File: src/rtl/kinase_assay_sequencer_pkg.sv
// Shared constants for the kinase assay sequencer: state encodings, valve
// indices, pump phase patterns and the safe (isolated) pad values.
package kinase_seq_pkg;

    localparam int unsigned CTRL_A_W = 13;
    localparam int unsigned CTRL_S_W = 4;
    localparam int unsigned PUMP_A_W = 3;
    localparam int unsigned PUMP_B_W = 2;
    localparam int unsigned SEL_W    = 2;
    localparam int unsigned STATE_W  = 3;

    // Sequencer states
    localparam logic [STATE_W-1:0] ST_IDLE     = 3'd0;
    localparam logic [STATE_W-1:0] ST_LOAD     = 3'd1;
    localparam logic [STATE_W-1:0] ST_MIX      = 3'd2;
    localparam logic [STATE_W-1:0] ST_INCUBATE = 3'd3;
    localparam logic [STATE_W-1:0] ST_OUTPUT   = 3'd4;
    localparam logic [STATE_W-1:0] ST_FLUSH    = 3'd5;
    localparam logic [STATE_W-1:0] ST_DONE     = 3'd6;

    // Valve bit positions inside ctrl_a
    localparam int unsigned INLET_BASE  = 0;
    localparam int unsigned OUTLET_BASE = 3;
    localparam int unsigned MIX_ISO     = 7;

    // Peristaltic phase patterns; element 0 is the first phase after state entry
    localparam logic [2:0][PUMP_A_W-1:0] PUMP_A_PAT = {3'b101, 3'b011, 3'b110};
    localparam logic [1:0][PUMP_B_W-1:0] PUMP_B_PAT = {2'b10, 2'b01};

    // Safe / isolated pad values and the all-open flush pattern
    localparam logic [CTRL_A_W-1:0] CTRL_A_SAFE  = 13'h1FFF;
    localparam logic [CTRL_A_W-1:0] CTRL_A_FLUSH = 13'h1F00;
    localparam logic [CTRL_S_W-1:0] CTRL_S_SAFE  = 4'h0;
    localparam logic [PUMP_A_W-1:0] PUMP_A_SAFE  = 3'b111;
    localparam logic [PUMP_B_W-1:0] PUMP_B_SAFE  = 2'b11;

    // One-hot outlet select
    function automatic logic [CTRL_S_W-1:0] outlet_onehot(input logic [SEL_W-1:0] sel);
        return CTRL_S_W'(1) << sel;
    endfunction

endpackage

File: src/rtl/kinase_assay_sequencer_if.sv
// Host <-> sequencer bundle: run control in, chip pad drives and status out.
//   master: host/test controller (drives start, abort, in_sel, out_sel)
//   slave : sequencer (drives busy, done, err, ctrl_a, ctrl_s, pump_a, pump_b)
interface kinase_assay_sequencer_if;
    import kinase_seq_pkg::*;

    logic                start;
    logic                abort;
    logic [SEL_W-1:0]    in_sel;
    logic [SEL_W-1:0]    out_sel;
    logic                busy;
    logic                done;
    logic                err;
    logic [CTRL_A_W-1:0] ctrl_a;
    logic [CTRL_S_W-1:0] ctrl_s;
    logic [PUMP_A_W-1:0] pump_a;
    logic [PUMP_B_W-1:0] pump_b;

    modport master (
        output start, abort, in_sel, out_sel,
        input  busy, done, err, ctrl_a, ctrl_s, pump_a, pump_b
    );

    modport slave (
        input  start, abort, in_sel, out_sel,
        output busy, done, err, ctrl_a, ctrl_s, pump_a, pump_b
    );
endinterface

File: src/rtl/kinase_assay_sequencer_pump_phaser.sv
// pump_phaser: steps a pump through PHASES phases, each held DIV cycles, and
// counts strokes (one stroke = all phases once).
//   clk, rst_n     clock, async active-low reset
//   clear          return to phase 0 / zero strokes on the next edge (wins over enable)
//   enable         advance the divider
//   strokes        number of strokes for the current run
//   phase_nxt_c    phase index that will be current after the next edge
//   stroke_done_c  high in the cycle that completes the final stroke
module pump_phaser #(
    parameter  int unsigned PHASES    = 3,
    parameter  int unsigned DIV       = 1,
    parameter  int unsigned STROKES_W = 1,
    localparam int unsigned PH_W      = (PHASES > 1) ? $clog2(PHASES) : 1,
    localparam int unsigned DIV_W     = $clog2(DIV + 1)
) (
    input  logic                 clk,
    input  logic                 rst_n,
    input  logic                 clear,
    input  logic                 enable,
    input  logic [STROKES_W-1:0] strokes,
    output logic [PH_W-1:0]      phase_nxt_c,
    output logic                 stroke_done_c
);

    logic [DIV_W-1:0]     div_q,    div_d;
    logic [PH_W-1:0]      phase_q,  phase_d;
    logic [STROKES_W-1:0] stroke_q, stroke_d;

    // Divider, phase and stroke counters
    always_ff @(posedge clk or negedge rst_n) begin
        if (!rst_n) begin
            div_q    <= '0;
            phase_q  <= '0;
            stroke_q <= '0;
        end else begin
            div_q    <= div_d;
            phase_q  <= phase_d;
            stroke_q <= stroke_d;
        end
    end

    // Next counter values; the owner registers its pads from phase_nxt_c
    always_comb begin
        div_d         = div_q;
        phase_d       = phase_q;
        stroke_d      = stroke_q;
        stroke_done_c = 1'b0;
        if (clear) begin
            div_d    = '0;
            phase_d  = '0;
            stroke_d = '0;
        end else if (enable) begin
            if (div_q == DIV_W'(DIV - 1)) begin
                div_d = '0;
                if (phase_q == PH_W'(PHASES - 1)) begin
                    phase_d       = '0;
                    stroke_d      = stroke_q + STROKES_W'(1);
                    stroke_done_c = (stroke_q == strokes - STROKES_W'(1));
                end else begin
                    phase_d = phase_q + PH_W'(1);
                end
            end else begin
                div_d = div_q + DIV_W'(1);
            end
        end
        phase_nxt_c = phase_d;
    end

endmodule

File: src/rtl/kinase_assay_sequencer.sv
// kinase_assay_sequencer: runs one assay (LOAD, MIX, INCUBATE, OUTPUT,
// optional FLUSH) per start request and keeps the chip isolated otherwise.
// Optional feature macro: KINASE_SEQ_FLUSH_EN adds the FLUSH state after OUTPUT.
//   clk, rst_n  clock, async active-low reset
//   bus (slave) start/abort/in_sel/out_sel in; busy/done/err and the
//               ctrl_a/ctrl_s/pump_a/pump_b pad drives out, all registered
module kinase_assay_sequencer
    import kinase_seq_pkg::*;
#(
    parameter int unsigned PUMP_DIV        = 1000,
    parameter int unsigned LOAD_STROKES    = 16,
    parameter int unsigned MIX_STROKES     = 64,
    parameter int unsigned INCUBATE_CYCLES = 100000,
    parameter int unsigned OUT_STROKES     = 16,
    parameter int unsigned FLUSH_CYCLES    = 5000
) (
    input logic                      clk,
    input logic                      rst_n,
    kinase_assay_sequencer_if.slave  bus
);

    localparam int unsigned MAX_LM = (LOAD_STROKES > MIX_STROKES) ? LOAD_STROKES : MIX_STROKES;
    localparam int unsigned MAX_STROKES = (MAX_LM > OUT_STROKES) ? MAX_LM : OUT_STROKES;
    localparam int unsigned STROKES_W = $clog2(MAX_STROKES + 1);
    // One timer serves INCUBATE and FLUSH, sized for the longer of the two
    localparam int unsigned CYC_MAX = (INCUBATE_CYCLES > FLUSH_CYCLES) ? INCUBATE_CYCLES : FLUSH_CYCLES;
    localparam int unsigned CYC_W = $clog2(CYC_MAX + 1);

    logic [STATE_W-1:0]  state_q, state_d;
    logic [SEL_W-1:0]    in_sel_q, in_sel_d;
    logic [SEL_W-1:0]    out_sel_q, out_sel_d;
    logic [CYC_W-1:0]    cyc_q, cyc_d;

    logic [CTRL_A_W-1:0] ctrl_a_q, ctrl_a_d;
    logic [CTRL_S_W-1:0] ctrl_s_q, ctrl_s_d;
    logic [PUMP_A_W-1:0] pump_a_q, pump_a_d;
    logic [PUMP_B_W-1:0] pump_b_q, pump_b_d;
    logic                busy_q, busy_d;
    logic                done_q, done_d;
    logic                err_q, err_d;

    logic                 pa_en, pb_en;
    logic [1:0]           pa_phase;
    logic [0:0]           pb_phase;
    logic                 pa_done, pb_done;
    logic [STROKES_W-1:0] pa_strokes;
    logic [3:0]           in_idx, out_idx;

    // Pumps idle (held at phase 0) outside the states that drive them
    assign pa_en      = (state_q == ST_LOAD) || (state_q == ST_OUTPUT);
    assign pb_en      = (state_q == ST_MIX);
    assign pa_strokes = (state_q == ST_LOAD) ? STROKES_W'(LOAD_STROKES) : STROKES_W'(OUT_STROKES);

    pump_phaser #(
        .PHASES    (3),
        .DIV       (PUMP_DIV),
        .STROKES_W (STROKES_W)
    ) u_pump_a (
        .clk           (clk),
        .rst_n         (rst_n),
        .clear         (!pa_en),
        .enable        (pa_en),
        .strokes       (pa_strokes),
        .phase_nxt_c   (pa_phase),
        .stroke_done_c (pa_done)
    );

    pump_phaser #(
        .PHASES    (2),
        .DIV       (PUMP_DIV),
        .STROKES_W (STROKES_W)
    ) u_pump_b (
        .clk           (clk),
        .rst_n         (rst_n),
        .clear         (!pb_en),
        .enable        (pb_en),
        .strokes       (STROKES_W'(MIX_STROKES)),
        .phase_nxt_c   (pb_phase),
        .stroke_done_c (pb_done)
    );

    // State, run selection, timer and registered pads
    always_ff @(posedge clk or negedge rst_n) begin
        if (!rst_n) begin
            state_q   <= ST_IDLE;
            in_sel_q  <= '0;
            out_sel_q <= '0;
            cyc_q     <= '0;
            ctrl_a_q  <= CTRL_A_SAFE;
            ctrl_s_q  <= CTRL_S_SAFE;
            pump_a_q  <= PUMP_A_SAFE;
            pump_b_q  <= PUMP_B_SAFE;
            busy_q    <= 1'b0;
            done_q    <= 1'b0;
            err_q     <= 1'b0;
        end else begin
            state_q   <= state_d;
            in_sel_q  <= in_sel_d;
            out_sel_q <= out_sel_d;
            cyc_q     <= cyc_d;
            ctrl_a_q  <= ctrl_a_d;
            ctrl_s_q  <= ctrl_s_d;
            pump_a_q  <= pump_a_d;
            pump_b_q  <= pump_b_d;
            busy_q    <= busy_d;
            done_q    <= done_d;
            err_q     <= err_d;
        end
    end

    // Next state, then pads decoded from the next state so they switch with it
    always_comb begin
        state_d   = state_q;
        in_sel_d  = in_sel_q;
        out_sel_d = out_sel_q;
        cyc_d     = '0;
        err_d     = 1'b0;
        ctrl_a_d  = CTRL_A_SAFE;
        ctrl_s_d  = CTRL_S_SAFE;
        pump_a_d  = PUMP_A_SAFE;
        pump_b_d  = PUMP_B_SAFE;

        case (state_q)
            ST_IDLE: begin
                if (bus.start && !bus.abort) begin
                    if (bus.in_sel == SEL_W'(3)) begin
                        err_d = 1'b1;
                    end else begin
                        state_d   = ST_LOAD;
                        in_sel_d  = bus.in_sel;
                        out_sel_d = bus.out_sel;
                    end
                end
            end
            ST_LOAD: begin
                if (pa_done) state_d = ST_MIX;
            end
            ST_MIX: begin
                if (pb_done) state_d = ST_INCUBATE;
            end
            ST_INCUBATE: begin
                if (cyc_q == CYC_W'(INCUBATE_CYCLES - 1)) state_d = ST_OUTPUT;
                else cyc_d = cyc_q + CYC_W'(1);
            end
            ST_OUTPUT: begin
`ifdef KINASE_SEQ_FLUSH_EN
                if (pa_done) state_d = ST_FLUSH;
`else
                if (pa_done) state_d = ST_DONE;
`endif
            end
`ifdef KINASE_SEQ_FLUSH_EN
            ST_FLUSH: begin
                if (cyc_q == CYC_W'(FLUSH_CYCLES - 1)) state_d = ST_DONE;
                else cyc_d = cyc_q + CYC_W'(1);
            end
`endif
            ST_DONE: state_d = ST_IDLE;
            default: state_d = ST_IDLE;
        endcase

        // Abort beats everything, including a start seen in IDLE
        if (bus.abort) state_d = ST_IDLE;

        in_idx  = 4'(INLET_BASE) + 4'(in_sel_d);
        out_idx = 4'(OUTLET_BASE) + 4'(out_sel_d);
        busy_d  = (state_d != ST_IDLE);
        done_d  = (state_d == ST_DONE);

        case (state_d)
            ST_LOAD: begin
                ctrl_a_d[in_idx] = 1'b0;
                pump_a_d         = PUMP_A_PAT[pa_phase];
            end
            ST_MIX: begin
                ctrl_a_d[MIX_ISO] = 1'b0;
                pump_b_d          = PUMP_B_PAT[pb_phase];
            end
            ST_OUTPUT: begin
                ctrl_a_d[out_idx] = 1'b0;
                ctrl_s_d          = outlet_onehot(out_sel_d);
                pump_a_d          = PUMP_A_PAT[pa_phase];
            end
`ifdef KINASE_SEQ_FLUSH_EN
            ST_FLUSH: begin
                ctrl_a_d = CTRL_A_FLUSH;
                pump_a_d = '0;
                pump_b_d = '0;
            end
`endif
            default: ;
        endcase
    end

    assign bus.ctrl_a = ctrl_a_q;
    assign bus.ctrl_s = ctrl_s_q;
    assign bus.pump_a = pump_a_q;
    assign bus.pump_b = pump_b_q;
    assign bus.busy   = busy_q;
    assign bus.done   = done_q;
    assign bus.err    = err_q;

endmodule

File: src/flat_wrapper.sv
// flat-port wrapper written by rule: the top's interface ports become plain ports
module kinase_assay_sequencer_flat import kinase_seq_pkg::*;
#(
    parameter int unsigned PUMP_DIV        = 1000,
    parameter int unsigned LOAD_STROKES    = 16,
    parameter int unsigned MIX_STROKES     = 64,
    parameter int unsigned INCUBATE_CYCLES = 100000,
    parameter int unsigned OUT_STROKES     = 16,
    parameter int unsigned FLUSH_CYCLES    = 5000
)
  (clk, rst_n, bus_start, bus_abort, bus_in_sel, bus_out_sel, bus_busy, bus_done, bus_err, bus_ctrl_a, bus_ctrl_s, bus_pump_a, bus_pump_b);
  kinase_assay_sequencer_if bus_i ();
  input logic clk;
  input logic rst_n;
  input wire logic [$bits(bus_i.start)-1:0] bus_start;
  input wire logic [$bits(bus_i.abort)-1:0] bus_abort;
  input wire logic [$bits(bus_i.in_sel)-1:0] bus_in_sel;
  input wire logic [$bits(bus_i.out_sel)-1:0] bus_out_sel;
  output wire logic [$bits(bus_i.busy)-1:0] bus_busy;
  output wire logic [$bits(bus_i.done)-1:0] bus_done;
  output wire logic [$bits(bus_i.err)-1:0] bus_err;
  output wire logic [$bits(bus_i.ctrl_a)-1:0] bus_ctrl_a;
  output wire logic [$bits(bus_i.ctrl_s)-1:0] bus_ctrl_s;
  output wire logic [$bits(bus_i.pump_a)-1:0] bus_pump_a;
  output wire logic [$bits(bus_i.pump_b)-1:0] bus_pump_b;
  assign bus_i.start = bus_start;
  assign bus_i.abort = bus_abort;
  assign bus_i.in_sel = bus_in_sel;
  assign bus_i.out_sel = bus_out_sel;
  assign bus_busy = bus_i.busy;
  assign bus_done = bus_i.done;
  assign bus_err = bus_i.err;
  assign bus_ctrl_a = bus_i.ctrl_a;
  assign bus_ctrl_s = bus_i.ctrl_s;
  assign bus_pump_a = bus_i.pump_a;
  assign bus_pump_b = bus_i.pump_b;
  kinase_assay_sequencer #(.PUMP_DIV(PUMP_DIV), .LOAD_STROKES(LOAD_STROKES), .MIX_STROKES(MIX_STROKES), .INCUBATE_CYCLES(INCUBATE_CYCLES), .OUT_STROKES(OUT_STROKES), .FLUSH_CYCLES(FLUSH_CYCLES)) u_core (.clk(clk), .rst_n(rst_n), .bus(bus_i));
endmodule
File: config.mk
export PLATFORM = sky130hd
export DESIGN_NAME = kinase_assay_sequencer_flat
export DESIGN_NICKNAME = d
export VERILOG_FILES = /design/src/rtl/kinase_assay_sequencer_pkg.sv /design/src/rtl/kinase_assay_sequencer_if.sv /design/src/rtl/kinase_assay_sequencer_pump_phaser.sv /design/src/rtl/kinase_assay_sequencer.sv /design/src/flat_wrapper.sv
export SDC_FILE = /design/constraint.sdc
export NUM_CORES = 1
export LEC_CHECK = 0
export CAP_MARGIN = 0
export CORE_ASPECT_RATIO = 1.4
export CORE_MARGIN = 10
export CORE_UTILIZATION = 55
export CTS_BUF_LIST = sky130_fd_sc_hd__clkbuf_8 sky130_fd_sc_hd__clkbuf_16
export DETAILED_ROUTE_END_ITERATION = 7
export GPL_TIMING_DRIVEN = 1
export PLACE_DENSITY = 0.76
export SETUP_SLACK_MARGIN = 0.15
export SYNTH_ARGS = -nofsm -noshare
export SYNTH_HDL_FRONTEND = slang
export SYNTH_SLANG_ARGS = --single-unit
File: constraint.sdc
create_clock -name clk -period 3.7 [get_ports clk]
set_input_delay 0.555 -clock clk [delete_from_list [all_inputs] [get_ports clk]]
set_output_delay 0.555 -clock clk [all_outputs]
set_load 0.005 [all_outputs]
# [Yosys cells after proc, flatten, opt, wreduce, memory -nomap -nowiden]
# Index checks and enable logic that the tools add are counted.
[word_totals] ff_bits=86 out_inout_bits=25 word_cells=118
[classes] add_sub_neg=8 n_lt_le_gt_ge=6 eq_ne=19 n_shift=1 mux=55 bitwise_logic=2 reduce_logical=10
[ops] operator="$mux 7" n=6
[ops] operator="$mux 10" n=4
[ops] operator="$mux 17" n=2
[ops] operator="$mux 3" n=9
[ops] operator="$mux 2" n=12
[ops] operator="$add 10x1->10 const B" n=2
[ops] operator="$eq 10x10->1 const B" n=2
[ops] operator="$add 17x1->17 const B" n=1
[ops] operator="$eq 17x17->1 const B" n=1
[ops] operator="$pmux 3 s5" n=1
[ops] operator="$add 7x1->7 const B" n=2
[ops] operator="$mux 1" n=14
[ops] operator="$pmux 7 s2" n=1
[ops] operator="$not 13->13" n=1
[ops] operator="$not 4->13" n=1
[ops] operator="$pmux 5 s2" n=1
[ops] operator="$eq 3x2->1 const B" n=3
[ops] operator="$eq 3x3->1 const B" n=3
[ops] operator="$ne 2x2->1 const B" n=4
[ops] operator="$eq 7x4->1 const B" n=1
[ops] operator="$eq 7x6->1 const B" n=1
[ops] operator="$bmux 3 s2" n=1
[ops] operator="$eq 3x1->1 const B" n=2
[ops] operator="$lt 2x5->1 const B" n=1
[ops] operator="21 further kinds" n=25

# [Longest topological paths before layout]
[depth] word_depth=11 mapped_depth=11 ltp_nobuf=10

# [Modules after synthesis]
# Synthesis repeated with hierarchy kept, for this count alone.
[unflattened] cells_unflattened=425 hier_area_um2=4320.4
[modules_own_cells] module="kinase_assay_sequencer" instances=1 cells_each=183 area_per_inst_um2=2030.7 seq_area_each_um2=1117.3
[modules_own_cells] module="pump_phaser (u_core.u_pump_a)" instances=1 cells_each=126 area_per_inst_um2=1199.9 seq_area_each_um2=475.5
[modules_own_cells] module="pump_phaser (u_core.u_pump_b)" instances=1 cells_each=116 area_per_inst_um2=1089.8 seq_area_each_um2=450.4

# [Least setup slack after synthesis]
# No wires, ideal clock.
[synth_timing] path_type="reg2reg" startpoint="reg u_core.u_pump_a.div_q[0]" endpoint="reg u_core.pump_a_q[0] (netlist: u_core.bus.pump_a[0])" t_arrival_ns=2.120 t_required_ns=3.611 setup_slack_ns=1.491 path_stages_with_launch=9 path_buffers=1 synth_period_minus_slack_ns=2.209 path_cell_list="dfrtp_1 ha_1 nand2_1 or4_1 buf_6 and2_0 o21ai_0 ha_1 o21bai_1"
[synth_via] elab_chain_len=9 word_cells_on_any_way=15
[synth_lines] element="start: declaration" line_no="kinase_assay_sequencer_pump_phaser.sv:25" rtl="logic [DIV_W-1:0] div_q, div_d;"
[synth_lines] element="start signal: assignment" line_no="kinase_assay_sequencer_pump_phaser.sv:36" rtl="div_q <= div_d;"
[synth_lines] element="$eq 10x10->1 *" line_no="kinase_assay_sequencer_pump_phaser.sv:53" rtl="if (div_q == DIV_W'(DIV - 1)) begin"
[synth_lines] element="$mux 1" line_no="kinase_assay_sequencer_pump_phaser.sv:53"
[synth_lines] element="$mux 1" line_no="kinase_assay_sequencer_pump_phaser.sv:48" rtl="if (clear) begin"
[synth_lines] element="$mux 3, on equally long branches" line_no="kinase_assay_sequencer.sv:149, kinase_assay_sequencer.sv:136"
[synth_lines] element="$pmux 3 s5" line_no="kinase_assay_sequencer.sv:123" rtl="case (state_q)"
[synth_lines] element="$mux 3" line_no="kinase_assay_sequencer.sv:163" rtl="if (bus.abort) state_d = ST_IDLE;"
[synth_lines] element="$eq 3x1->1 or $eq 3x3->1 (tied branches)" line_no="kinase_assay_sequencer.sv:170" rtl="case (state_d)"
[synth_lines] element="$reduce_or 2->1 (no line)"
[synth_lines] element="$mux 3 *"
[synth_lines] element="net u_core.pump_a_d[0]" line_no="kinase_assay_sequencer.sv:36" rtl="logic [PUMP_A_W-1:0] pump_a_q, pump_a_d;"
[synth_lines] element="end signal: assignment" line_no="kinase_assay_sequencer.sv:103" rtl="pump_a_q <= pump_a_d;"
[synth_lines] element="end: declaration" line_no="kinase_assay_sequencer.sv:36"
# The timed path passes the listed nets; every way through them passes the cells marked *. The select of a mux whose other input is x is not followed.
# A chain may end at the register's enable or synchronous reset.

# [Worst setup path in the final report]
# Ends and elaborated chain as after synthesis.

==> run_results.csv <==
group,metric,value,unit
clock_tree,insertion_delay,350,ps
worst_setup_path,r2r_start,"u_core.u_pump_a.div_q[0]$_DFF_PN0_",
synthesis,ys_ff_latch,81,
drt,wl,7.13,mm
worst_setup_path,critPathMaxStageDelay,690,ps
power_and_ir_drop,leakage,1.87,nW
finish,fin_area,4290,sq um
worst_setup_path,cpMaxStageDelayCell,"or4_1",
drt,dr_wl_met2,3.67,mm
drt,routedWlPerCell,14.6,um
synthesis,muxShareOfSynthArea,0.00528,
worst_setup_path,critPathKind,"register to register",
synthesis,ys_types,49,
drt,first_iter_violations,149,
finish,fillers,567,
global_route,grt_max_degree,82,
worst_setup_path,path_max_fanout,9,
finish,drive_above_1_share,0.0932,
timing,finalSetupViolations,0,
drt,highest_layer,"met4",
global_route,overflow,0,
timing,rsz0062_at_grt,"no",
synthesis,ys_warn_count,0,
clock_tree,cts_max_level,3,
drt,drc,0,
finish,multiInputGateArea,1650,sq um
timing,fin_tns_setup,0,ps
timing,fin_crit_sh,0.712,
placed_design,place_area,4110,sq um
finish,seq_area,2040,sq um
die,chipWidth,90.2,um
synthesis,synth_top_family_by_area,"simple AND/OR/NAND/NOR gates",
drt,vias,2637,
synthesis,synth_top_cell_area_share,0.448,
worst_setup_path,worstPathCellList,"ha_1 > nand2_1 > or4_1 > and2_0 > o21ai_0 > ha_1 > o21bai_1",
clock_tree,clk_path_buf_depth,2,
clock_tree,cts.clk_slew.worst_paths,80,ps
synthesis,synthCells,362,
timing,tightest_slew,981,ps
clock_tree,post_cts_buffers,0,
die,io_pins,33,
clock_tree,cts.sinks,81,
global_route,grt_pass1_vias,2762,
placed_design,place.gp.congestion,0.821,
power_and_ir_drop,ir_worst_vdd,0.267,mV
worst_setup_path,cp_common_cell,"ha_1",
clock_tree,ctsHoldBuffers,0,
die,rows,35,
worst_setup_path,cp-start-kind,"register",
die,die-area,10700,sq um
synthesis,yosysTopAreaCell,"dfrtp_1",
worst_setup_path,cp.arrival,2900,ps
finish,area_growth,13.2,%
die,start_util,0.570,
clock_tree,ctsResizeCount,0,
clock_tree,cts_made_buffers,9,
finish,nets,415,
worst_setup_path,end_kind,"register",
timing,fmax,0.380,GHz
hold_path,hold_class,"primary input to asynchronous set/reset pin",
synthesis,syn-cell-area,3790,sq um
drt,wirelength_met1,3.06,mm
worst_setup_path,rrSetupSlack,1070,ps
clock_tree,cts_tree,"yes",
timing,clock_skew,9.42,ps
worst_setup_path,regToRegEndpoint,"u_core.bus.pump_a[0]$_DFF_PN1_",
synthesis,synth-xor-area-share,0.0900,
finish,diodes,0,
timing,min_period,2630,ps
status,status,"finished clean",
global_route,antenna_found_initial,0,
synthesis,synth_area_leaders,"dfrtp_1 (45%), dfstp_2 (9.0%), xor2_1 (6.5%)",
drt,ant_nets,0,
synthesis,synth-simple-area-share,0.221,
drt,route.met3.wl,246,um
die,dieHeight,118,um
placed_design,io_buffers,27,
clock_tree,clockRootBuffer,"clkbuf_8",
drt,first_pass_iters,4,
synthesis,synth_most_common_cell,"dfrtp_1",
synthesis,synthTopCellsByCount,"dfrtp_1 (68), nor2_1 (58), xor2_1 (28)",
synthesis,synth_compound_gate_area_share,0.0650,
placed_design,hpwlAfterDp,5.02,mm
timing,hold_viol,0,
worst_setup_path,crit_required,3970,ps
worst_setup_path,rr_worst_depth,7,
timing,final_max_slew_viol_count,0,
drt,viasPerCell,5.39,
run,cap_violations,0,
global_route,grtUsageTotal,0.139,
power_and_ir_drop,power_density,372,nW/um^2
die,core,6660,sq um
synthesis,synth.avg_cell_area,10.5,sq um
synthesis,synth-async-reset-ratio,1.00,
synthesis,yosys.area_share.adder,0.0495,
global_route,grt_pass1_wl,12.5,mm
synthesis,synth_seq_area_share,0.538,
timing,slew_headroom,0.346,
synthesis,synth_edf_count,0,
synthesis,synth_ff_type,"dfrtp_1",
==> power by group <==
part           internal (mW)  switching (mW)
Clock                  0.279           0.310
Sequential             0.901         0.00662
Combinational         0.0320          0.0685
==> flip-flops by register name, indices dropped and copies added (netlist names) <==
signal                    cells
u_core.bus.err                1
u_core.bus.pump_a             3
u_core.u_pump_a.stroke_q      7
u_core.state_q                3
u_core.u_pump_b.phase_q       1
u_core.bus.pump_b             2
u_core.bus.ctrl_a             8
u_core.u_pump_a.phase_q       2
u_core.bus.busy               1
u_core.u_pump_a.div_q        10
u_core.bus.done               1
u_core.in_sel_q               2
u_core.cyc_q                 17
u_core.bus.ctrl_s             4
u_core.u_pump_b.div_q        10
u_core.u_pump_b.stroke_q      7
u_core.out_sel_q              2
==> per-layer routing <==
| layer | vias up | GRT usage |
|---|---|---|
| li1 | 1280 | - |
| met1 | 1308 | 0.159 |
| met2 | 35 | 0.239 |
| met3 | 14 | 0.0386 |
| met4 | 0 | 0.0569 |
| met5 | - | 0 |
==> through the flow <==
stage	worst slack, ps	std cells	hold slack (ps)	utilization	power, mW
finish	1070	489	356	0.645	1.60
global route	796	489	444	0.645	1.67
CTS	1030	489	399	0.645	1.61
detailed placement	790	473	482	0.618	1.03
global placement	876	473	476	0.618	1.02
floorplan	1490	366	259	-	0.978
==> worst max-delay path, delay by kind of cell (launching register included) <==
family | cells | cell delay, ps
flops | 1 | 410
fa+ha+maj | 2 | 580
simple gates | 3 | 1030
compound gates | 2 | 530
==> final cells by class <==
type | count | share of cell area
Clock buffer | 10 | 0.0347
Inverter | 9 | 0.00787
Clock inverter | 6 | 0.00758
Multi-Input combinational cell | 264 | 0.385
Sequential cell | 81 | 0.476
Timing Repair Buffer | 27 | 0.0624
Tap cell | 92 | 0.0268
==> cell usage in the layout (no fill, tap or decap), types with 10 or more instances in the layout <==
master	synthesis	layout
and3_1	11	11
xnor2_1	11	11
dfstp_2	13	13
nand2_1	26	26
xor2_1	28	28
clkdlybuf4s50_1	0	26
dfrtp_1	68	68
ha_1	15	15
nor2_1	58	58
o21ai_0	11	11
nand3_1	21	21
inv_1	9	10
==> kinds of logic after synthesis <==
kind of cell,after synthesis
other,1
flip-flops,81
multiplexers,2
buffers and inverters,21
AO/OA/AOI/OAI,37
XOR/XNOR,39
adder cells (fa/ha/maj),15
AND/OR/NAND/NOR,166
==> how the worst max path moves through the flow <==
stage	cells past startpoint	slack, ps	from	end
4_1_cts	7	1030	u_core.u_pump_a.div_q[0]$_DFF_PN0_	u_core.bus.pump_a[0]$_DFF_PN1_
2_1_floorplan	8	1490	u_core.u_pump_a.div_q[0]$_DFF_PN0_	u_core.bus.pump_a[0]$_DFF_PN1_
3_5_place_dp	7	790	bus_abort	u_core.bus.ctrl_s[3]$_DFF_PN0_
6_report	7	1070	u_core.u_pump_a.div_q[0]$_DFF_PN0_	u_core.bus.pump_a[0]$_DFF_PN1_
5_1_grt	7	800	u_core.u_pump_a.div_q[0]$_DFF_PN0_	u_core.bus.pump_a[0]$_DFF_PN1_
3_3_place_gp	7	880	bus_abort	u_core.bus.ctrl_s[3]$_DFF_PN0_
Power figures use the tool's default switching activity.
